$ cat config.mk
export PLATFORM = sky130hd
export DESIGN_NAME = execute_stage_pipe
export DESIGN_NICKNAME = d
export VERILOG_FILES = /design/src/rtl/cpu_pkg.sv /design/src/rtl/alu_flags.sv /design/src/rtl/execute_stage_pipe.sv
export SDC_FILE = /design/constraint.sdc
export NUM_CORES = 1
export LEC_CHECK = 0
export CAP_MARGIN = 20
export CORE_MARGIN = 10
export CORE_UTILIZATION = 50
export CTS_CLUSTER_SIZE = 12
export DETAILED_ROUTE_END_ITERATION = 10
export PLACE_DENSITY = 0.73
export SYNTH_ARGS = -nofsm -noshare
export SYNTH_HDL_FRONTEND = slang
export SYNTH_SLANG_ARGS = --single-unit
$ cat constraint.sdc
create_clock -name clk -period 5.1 [get_ports clk]
set_input_delay 1.02 -clock clk [delete_from_list [all_inputs] [get_ports clk]]
set_output_delay 1.02 -clock clk [all_outputs]
set_load 0.01 [all_outputs]
$ cat src/rtl/cpu_pkg.sv
// Shared types for the pipelined CPU: ALU opcodes, multiplier FSM states and
// the control bits carried through the execute stage.
package cpu_pkg;

    typedef enum logic [2:0] {
        ALU_MOV = 3'b000,
        ALU_ADD = 3'b001,
        ALU_SUB = 3'b010,
        ALU_AND = 3'b011,
        ALU_OR  = 3'b100,
        ALU_XOR = 3'b101,
        ALU_SHL = 3'b110,
        ALU_MUL = 3'b111
    } alu_op_t;

    typedef enum logic [1:0] {
        MulIdle,
        MulRun,
        MulDone
    } mul_state_t;

    typedef struct packed {
        logic wbs;
        logic wme;
        logic mm;
        logic wm;
        logic am;
        logic ni;
    } ex_ctrl_t;

endpackage

$ cat src/rtl/alu_flags.sv
// Combinational ALU for the execute stage: result plus next N/Z/C/V.
// MUL takes its result from the externally supplied product.
module alu_flags
    import cpu_pkg::*;
#(
    parameter int unsigned WIDTH   = 16,
    parameter int unsigned SHAMT_W = $clog2(WIDTH)
) (
    input  alu_op_t          op,
    input  logic [WIDTH-1:0] a,
    input  logic [WIDTH-1:0] b,
    input  logic [WIDTH-1:0] mul_prod,
    output logic [WIDTH-1:0] result,
    output logic             n,
    output logic             z,
    output logic             c,
    output logic             v
);

    logic [WIDTH:0] sum;

    // Operation decode; C/V only meaningful for ADD/SUB, cleared otherwise
    always_comb begin
        sum    = '0;
        result = '0;
        c      = 1'b0;
        v      = 1'b0;
        case (op)
            ALU_MOV: result = b;
            ALU_ADD: begin
                sum    = {1'b0, a} + {1'b0, b};
                result = sum[WIDTH-1:0];
                c      = sum[WIDTH];
                v      = (a[WIDTH-1] == b[WIDTH-1]) && (result[WIDTH-1] != a[WIDTH-1]);
            end
            ALU_SUB: begin
                sum    = {1'b0, a} - {1'b0, b};
                result = sum[WIDTH-1:0];
                // Top bit of the extended difference is the borrow
                c      = !sum[WIDTH];
                v      = (a[WIDTH-1] != b[WIDTH-1]) && (result[WIDTH-1] != a[WIDTH-1]);
            end
            ALU_AND: result = a & b;
            ALU_OR:  result = a | b;
            ALU_XOR: result = a ^ b;
            ALU_SHL: result = a << b[SHAMT_W-1:0];
            ALU_MUL: result = mul_prod;
            default: result = '0;
        endcase
        n = result[WIDTH-1];
        z = (result == '0);
    end

endmodule

$ cat src/rtl/execute_stage_pipe.sv
// Execute stage: decode->execute slot, ALU with sticky flags, address/store
// routing and execute->memory slot, joined by valid/ready handshakes.
// Define EXEC_MUL_EN to build the iterative shift-add multiplier; otherwise
// ALUop MUL is a single-cycle op returning 0 and busy is tied low.
module execute_stage_pipe
    import cpu_pkg::*;
#(
    parameter int unsigned WIDTH   = 16,
    parameter int unsigned SHAMT_W = $clog2(WIDTH)
) (
    input  logic             clk,
    input  logic             rst_n,
    input  logic             flush,
    input  logic             in_valid,
    output logic             in_ready,
    input  logic             wbs_in,
    input  logic             wme_in,
    input  logic             mm_in,
    input  logic             wm_in,
    input  logic             am_in,
    input  logic             ni_in,
    input  logic [2:0]       ALUop_in,
    input  logic [WIDTH-1:0] srcA_in,
    input  logic [WIDTH-1:0] srcB_in,
    output logic             out_valid,
    input  logic             out_ready,
    output logic             wbs_out,
    output logic             wme_out,
    output logic             mm_out,
    output logic             wm_out,
    output logic             ni_out,
    output logic [WIDTH-1:0] ALUresult_out,
    output logic [WIDTH-1:0] memData_out,
    output logic             flagN,
    output logic             flagZ,
    output logic             flagC,
    output logic             flagV,
    output logic             busy
);

    logic             e_valid_q, e_valid_d;
    ex_ctrl_t         e_ctrl_q;
    alu_op_t          e_op_q;
    logic [WIDTH-1:0] e_a_q, e_b_q;

    logic             m_valid_q;
    logic [4:0]       m_ctrl_q;  // {wbs, wme, mm, wm, ni}
    logic [WIDTH-1:0] m_result_q, m_data_q;
    logic [3:0]       flags_q;   // {N, Z, C, V}

    logic             advance, capture;
    logic [WIDTH-1:0] mul_prod, alu_result;
    logic             alu_n, alu_z, alu_c, alu_v;

    // Flush kills the execute slot, so it must not also advance into memory
    assign advance  = e_valid_q && !busy && (!m_valid_q || out_ready) && !flush;
    assign in_ready = !flush && !busy && (!e_valid_q || advance);
    assign capture  = in_valid && in_ready;

`ifdef EXEC_MUL_EN
    localparam logic [SHAMT_W:0] CntLast = (SHAMT_W + 1)'(WIDTH);
    localparam logic [SHAMT_W:0] CntOne  = (SHAMT_W + 1)'(1);

    mul_state_t       state_q, state_d;
    logic [SHAMT_W:0] cnt_q, cnt_d;
    logic [WIDTH-1:0] mcand_q, mcand_d, mplier_q, mplier_d, prod_q, prod_d;
    logic             start_mul;

    assign start_mul = capture && (alu_op_t'(ALUop_in) == ALU_MUL);
    assign busy      = (state_q == MulRun);
    assign mul_prod  = prod_q;

    // Multiplier next state: one shift-add per cycle, then a final count check
    always_comb begin
        state_d  = state_q;
        cnt_d    = cnt_q;
        mcand_d  = mcand_q;
        mplier_d = mplier_q;
        prod_d   = prod_q;
        case (state_q)
            MulRun: begin
                if (cnt_q == CntLast) begin
                    state_d = MulDone;
                end else begin
                    if (mplier_q[0]) prod_d = prod_q + mcand_q;
                    mcand_d  = mcand_q << 1;
                    mplier_d = mplier_q >> 1;
                    cnt_d    = cnt_q + CntOne;
                end
            end
            MulDone: if (advance) state_d = MulIdle;
            default: state_d = MulIdle;
        endcase
        // A new MUL may be captured in IDLE or in the DONE cycle that advances
        if (start_mul) begin
            state_d  = MulRun;
            cnt_d    = '0;
            mcand_d  = srcA_in;
            mplier_d = srcB_in;
            prod_d   = '0;
        end
        if (flush) state_d = MulIdle;
    end

    // Multiplier state registers
    always_ff @(posedge clk or negedge rst_n) begin
        if (!rst_n) begin
            state_q  <= MulIdle;
            cnt_q    <= '0;
            mcand_q  <= '0;
            mplier_q <= '0;
            prod_q   <= '0;
        end else begin
            state_q  <= state_d;
            cnt_q    <= cnt_d;
            mcand_q  <= mcand_d;
            mplier_q <= mplier_d;
            prod_q   <= prod_d;
        end
    end
`else
    assign busy     = 1'b0;
    assign mul_prod = '0;
`endif

    alu_flags #(
        .WIDTH   (WIDTH),
        .SHAMT_W (SHAMT_W)
    ) u_alu (
        .op       (e_op_q),
        .a        (e_a_q),
        .b        (e_b_q),
        .mul_prod (mul_prod),
        .result   (alu_result),
        .n        (alu_n),
        .z        (alu_z),
        .c        (alu_c),
        .v        (alu_v)
    );

    // Execute slot occupancy
    always_comb begin
        e_valid_d = e_valid_q;
        if (flush)        e_valid_d = 1'b0;
        else if (capture) e_valid_d = 1'b1;
        else if (advance) e_valid_d = 1'b0;
    end

    // Execute slot registers
    always_ff @(posedge clk or negedge rst_n) begin
        if (!rst_n) begin
            e_valid_q <= 1'b0;
            e_ctrl_q  <= '0;
            e_op_q    <= ALU_MOV;
            e_a_q     <= '0;
            e_b_q     <= '0;
        end else begin
            e_valid_q <= e_valid_d;
            if (capture) begin
                e_ctrl_q <= '{wbs: wbs_in, wme: wme_in, mm: mm_in, wm: wm_in,
                              am: am_in, ni: ni_in};
                e_op_q   <= alu_op_t'(ALUop_in);
                e_a_q    <= srcA_in;
                e_b_q    <= srcB_in;
            end
        end
    end

    // Memory slot and sticky flags; address-mode instructions leave flags alone
    always_ff @(posedge clk or negedge rst_n) begin
        if (!rst_n) begin
            m_valid_q  <= 1'b0;
            m_ctrl_q   <= '0;
            m_result_q <= '0;
            m_data_q   <= '0;
            flags_q    <= '0;
        end else if (advance) begin
            m_valid_q  <= 1'b1;
            m_ctrl_q   <= {e_ctrl_q.wbs, e_ctrl_q.wme, e_ctrl_q.mm, e_ctrl_q.wm, e_ctrl_q.ni};
            m_result_q <= e_ctrl_q.am ? e_a_q : alu_result;
            m_data_q   <= e_ctrl_q.am ? e_b_q : '0;
            if (!e_ctrl_q.am) flags_q <= {alu_n, alu_z, alu_c, alu_v};
        end else if (out_ready) begin
            m_valid_q  <= 1'b0;
        end
    end

    assign out_valid     = m_valid_q;
    assign wbs_out       = m_ctrl_q[4];
    assign wme_out       = m_ctrl_q[3];
    assign mm_out        = m_ctrl_q[2];
    assign wm_out        = m_ctrl_q[1];
    assign ni_out        = m_ctrl_q[0];
    assign ALUresult_out = m_result_q;
    assign memData_out   = m_data_q;
    assign flagN         = flags_q[3];
    assign flagZ         = flags_q[2];
    assign flagC         = flags_q[1];
    assign flagV         = flags_q[0];

endmodule
==> summary.txt <==
CTS
  • Root Buffer: clkbuf_16
  • Clk_lat worst skew: 0.35 ns
  • H-tree depth: 3
  • Clock transition at the registers of the reported paths: 0.07 ns
  • Number of post-CTS setup repair buffers: 0
  • Clk buf depth: 2
  • CTS tree: built
  • Post-cts resize count: 0
  • Total CTS buffers: 9
  • Clock Sinks: 84
  • CTS Hold Bufs: 0

GRT
  • Initial antenna violation count: 0
  • Vias in the first global route: a little under 6k
  • GRT Residual Overflow: 0
  • Total track usage: 22.73%
  • Pin count of the biggest net entering global routing: 85
  • First-pass GRT wire length: ~33000 um

Placed design
  • Pre-CTS WS: 1.302 ns
  • Placed cell areas: 7759 um^2
  • Placed Cells: 978
  • PortBufs: 88
  • DPL Wire Length: ~16000 um
  • GPL Wtd Cong: 0.9544

Detailed routing
  • DRT iter0 DRCs: ~600
  • WL per Instance: 21.74 um
  • Routed via count: around 6.1k
  • Pre-antenna DRT Iters: 6
  • Via density: 6.158
  • DRC viols: 0
  • Final WL: 21630 um
  • ANT nets after route: 0

STA
  • Final worst-path cycle share: 74.53%
  • Max-slew violations: 0
  • RSZ-0062 raised after global routing: false
  • Final WS setup: 1.299 ns
  • Min Hold Slack: roughly 0.47 ns
  • Crit path time final: 3.801 ns
  • Setup violations, final: 0
  • Setup TNS: 0 ns
  • Final hold viol count: 0
  • Setup Skew: 0.01110 ns
  • Worst-Margin Slew: 1.038 ns
  • Slew headroom: 30.54%
  • Fmax: 263.1 MHz

Final layout
  • Area Overhead vs Synth: 18.09%
  • Final #Nets: between 900 and 1k
  • Fillcell total: roughly 1.2k
  • Final instance area: 8085 um^2
  • Final Util: 60.57%
  • N_diodes: 0
  • Most frequent cells in the layout: 87 x clkdlybuf4s50_1, 84 x dfrtp_1, 80 x nand2_1, 58 x a21oi_1, 54 x ha_1
  • Share of cells above drive strength 1: 12.21%
  • Most common cell after layout, fill and taps aside: clkdlybuf4s50_1
  • Finished Layout Cells: between 900 and 1k

Run status
  • Status: finished clean

Yosys
  • Fraction of registers with async set/reset: 100.0%
  • Post-synth EDFFs: 0
  • Post-synthesis sequential area ratio: 30.70%
  • Library cells used by synthesis: between 70 and 80
  • Cell count after synthesis: 759
  • Adder-Cell Fraction of Synth Area: 10.45%
  • Synthesized flop and latch total: 84
  • Synth Area in Compound Gates: 23.54%
  • Post-Syn Nets: 861
  • Mapped Area: 6847 um^2
  • Mux contribution to synthesized area: around 14%
  • Top_reg_cell synth: dfrtp_1
  • Mean area per synthesized cell: 9.021 um^2
  • Largest family of logic cells by synthesized area: compound AO/OA/AOI/OAI gates
  • YS warnings: 0
  • Simple-Gate Fraction of Synth Area: 13.49%
  • Synth Area in XOR/XNOR: 0.8955%

Power and ir drop
  • PwrDens: 401.9 nW/um^2
  • Leak pwr: 3.568 nW
  • Total power: ~3.2 mW
  • Maximum VDD drop: around 0.23 mV

Floorplan
  • Io pins: 90
  • # rows: 42
  • Die X: 137.0 um
  • Initial core utilization: approximately half
  • Core area: ~13000 um^2
  • Die area: 18770 um^2
  • Die Y: 137.0 um

Worst setup path
  • Critical Path Start Type: flip-flop
  • Worst path most repeated cell: inv_1
  • Largest stage delay, worst path: 0.64 ns
  • Cell Chain, Critical Path: inv_1 -> ha_1 -> nor2b_1 -> nor4_1 -> a21oi_1 -> o211ai_1 -> o31a_1 -> a32o_1 -> o32ai_1 -> inv_1 -> o41ai_2
  • Crit-path slowest cell: dfrtp_1
  • Critical Path End Type: flip-flop
  • Worst path arrival time: 4.05 ns
  • Worst EP required: 5.35 ns
  • CP Max Fanout: 16
  • Critical path class: reg -> reg

Flow run
  • MaxCap Viol Count: 0

Worst hold path
  • Worst hold path class: reg -> reg
-- per-layer routing --
layer | wire length (um) | vias up | part of all wire [%] | track usage [%]
met5 | 0 | - | 0 | 0
met3 | 1893 | 53 | 8.8 | 3.959
met2 | 9034 | 312 | 42 | 32.73
li1 | - | 2868 | - | -
met1 | 10030 | 2894 | 46 | 32.81
met4 | 670 | 0 | 3.1 | 9.133
-- path summary, 6_finish.rpt --
check / startpoint / end / slack (ns) / cells past startpoint
setup / recovery: e_a_q[6] / flags_q[2] / 1.30 / 11
hold / removal: e_ctrl_q[5] / m_ctrl_q[4] / 0.47 / 2
setup reg to reg: e_a_q[6] / flags_q[2] / 1.30 / 11
hold reg to reg: e_ctrl_q[5] / m_ctrl_q[4] / 0.47 / 2
max in group asynchronous: rst_n / ALUresult_out[4] / 3.84 / 2
min in group asynchronous: rst_n / e_ctrl_q[0] / 0.64 / 1
-- where the power goes --
| part | internal, mW | switching (mW) |
|---|---|---|
| Clock | 0.388 | 0.293 |
| Sequential | 0.801 | 0.171 |
| Combinational | 0.709 | 0.887 |
| Total | 1.90 | 1.35 |
-- area by class of cell --
class | count | area, um^2 | share of cell area (%)
clock inverter | 7 | 81.33 | 1.006
sequential | 84 | 2102 | 26.00
multi-input combinational | 570 | 4299 | 53.17
timing repair buffer | 98 | 965.9 | 11.95
clock buffer | 9 | 225.2 | 2.786
inverter | 51 | 191.4 | 2.368
tap | 176 | 220.2 | 2.724
-- state kept, by name, indices dropped and copies added, names as in the netlist --
| register | count |
|---|---|
| ALUresult_out | 16 |
| e_a_q | 16 |
| e_b_q | 16 |
| e_ctrl_q | 6 |
| e_op_q | 3 |
| e_valid_q | 1 |
| flags_q | 4 |
| m_ctrl_q | 5 |
| memData_out | 16 |
| out_valid | 1 |
-- kinds of logic (layout without fill, tap and decap cells) --
kind of cell | count (synthesis) | count (layout)
and+or+nand+nor | 200 | 200
adders and majority gates | 56 | 56
other | 1 | 1
DFF | 84 | 84
AOI/OAI and AO/OA | 226 | 226
xor gates and xnor gates | 7 | 7
buffers and inverters | 105 | 165
muxes | 80 | 80
-- cells in the mapped netlist, types with 3 or more instances --
master / n / area, um^2
a22o_1: 15 / 131.4
a21o_1: 6 / 45.04
o22ai_1: 3 / 18.77
dfrtp_1: 84 / 2102
xnor2_1: 5 / 43.79
a211oi_1: 10 / 75.07
mux2i_1: 28 / 280.3
o211ai_1: 7 / 52.55
nor2b_1: 10 / 62.56
a21oi_1: 58 / 290.3
nand2b_1: 16 / 100.1
a31oi_1: 10 / 62.56
or2_2: 4 / 25.02
o32ai_1: 3 / 26.28
o41ai_2: 3 / 48.80
mux4_2: 4 / 90.09
nand4_1: 4 / 25.02
o21ai_0: 36 / 180.2
ha_1: 54 / 675.7
o211a_1: 3 / 30.03
buf_2: 9 / 45.04
o22a_1: 3 / 26.28
mux2_2: 42 / 473.0
nand2_1: 81 / 304.0
inv_2: 3 / 11.26
nor2_1: 47 / 176.4
o21a_1: 6 / 45.04
nor3_1: 9 / 45.04
clkbuf_1: 32 / 120.1
o31ai_1: 18 / 135.1
a221oi_1: 7 / 61.31
and2_1: 4 / 25.02
inv_1: 47 / 176.4
and3_1: 4 / 25.02
buf_6: 5 / 56.30
mux4_1: 4 / 105.1
buf_1: 6 / 22.52
a221oi_2: 4 / 60.06
o221ai_1: 4 / 35.03
or3_1: 3 / 18.77
nand3_1: 10 / 50.05
-- critical path: cells and delay by family (launching register included) --
family	cells	cell delay, ns
compound gates	6	2.01
flops	1	0.64
fa+ha+maj	1	0.50
simple gates	2	0.34
buf+inv	2	0.21
(Power assumes the default switching activity.)
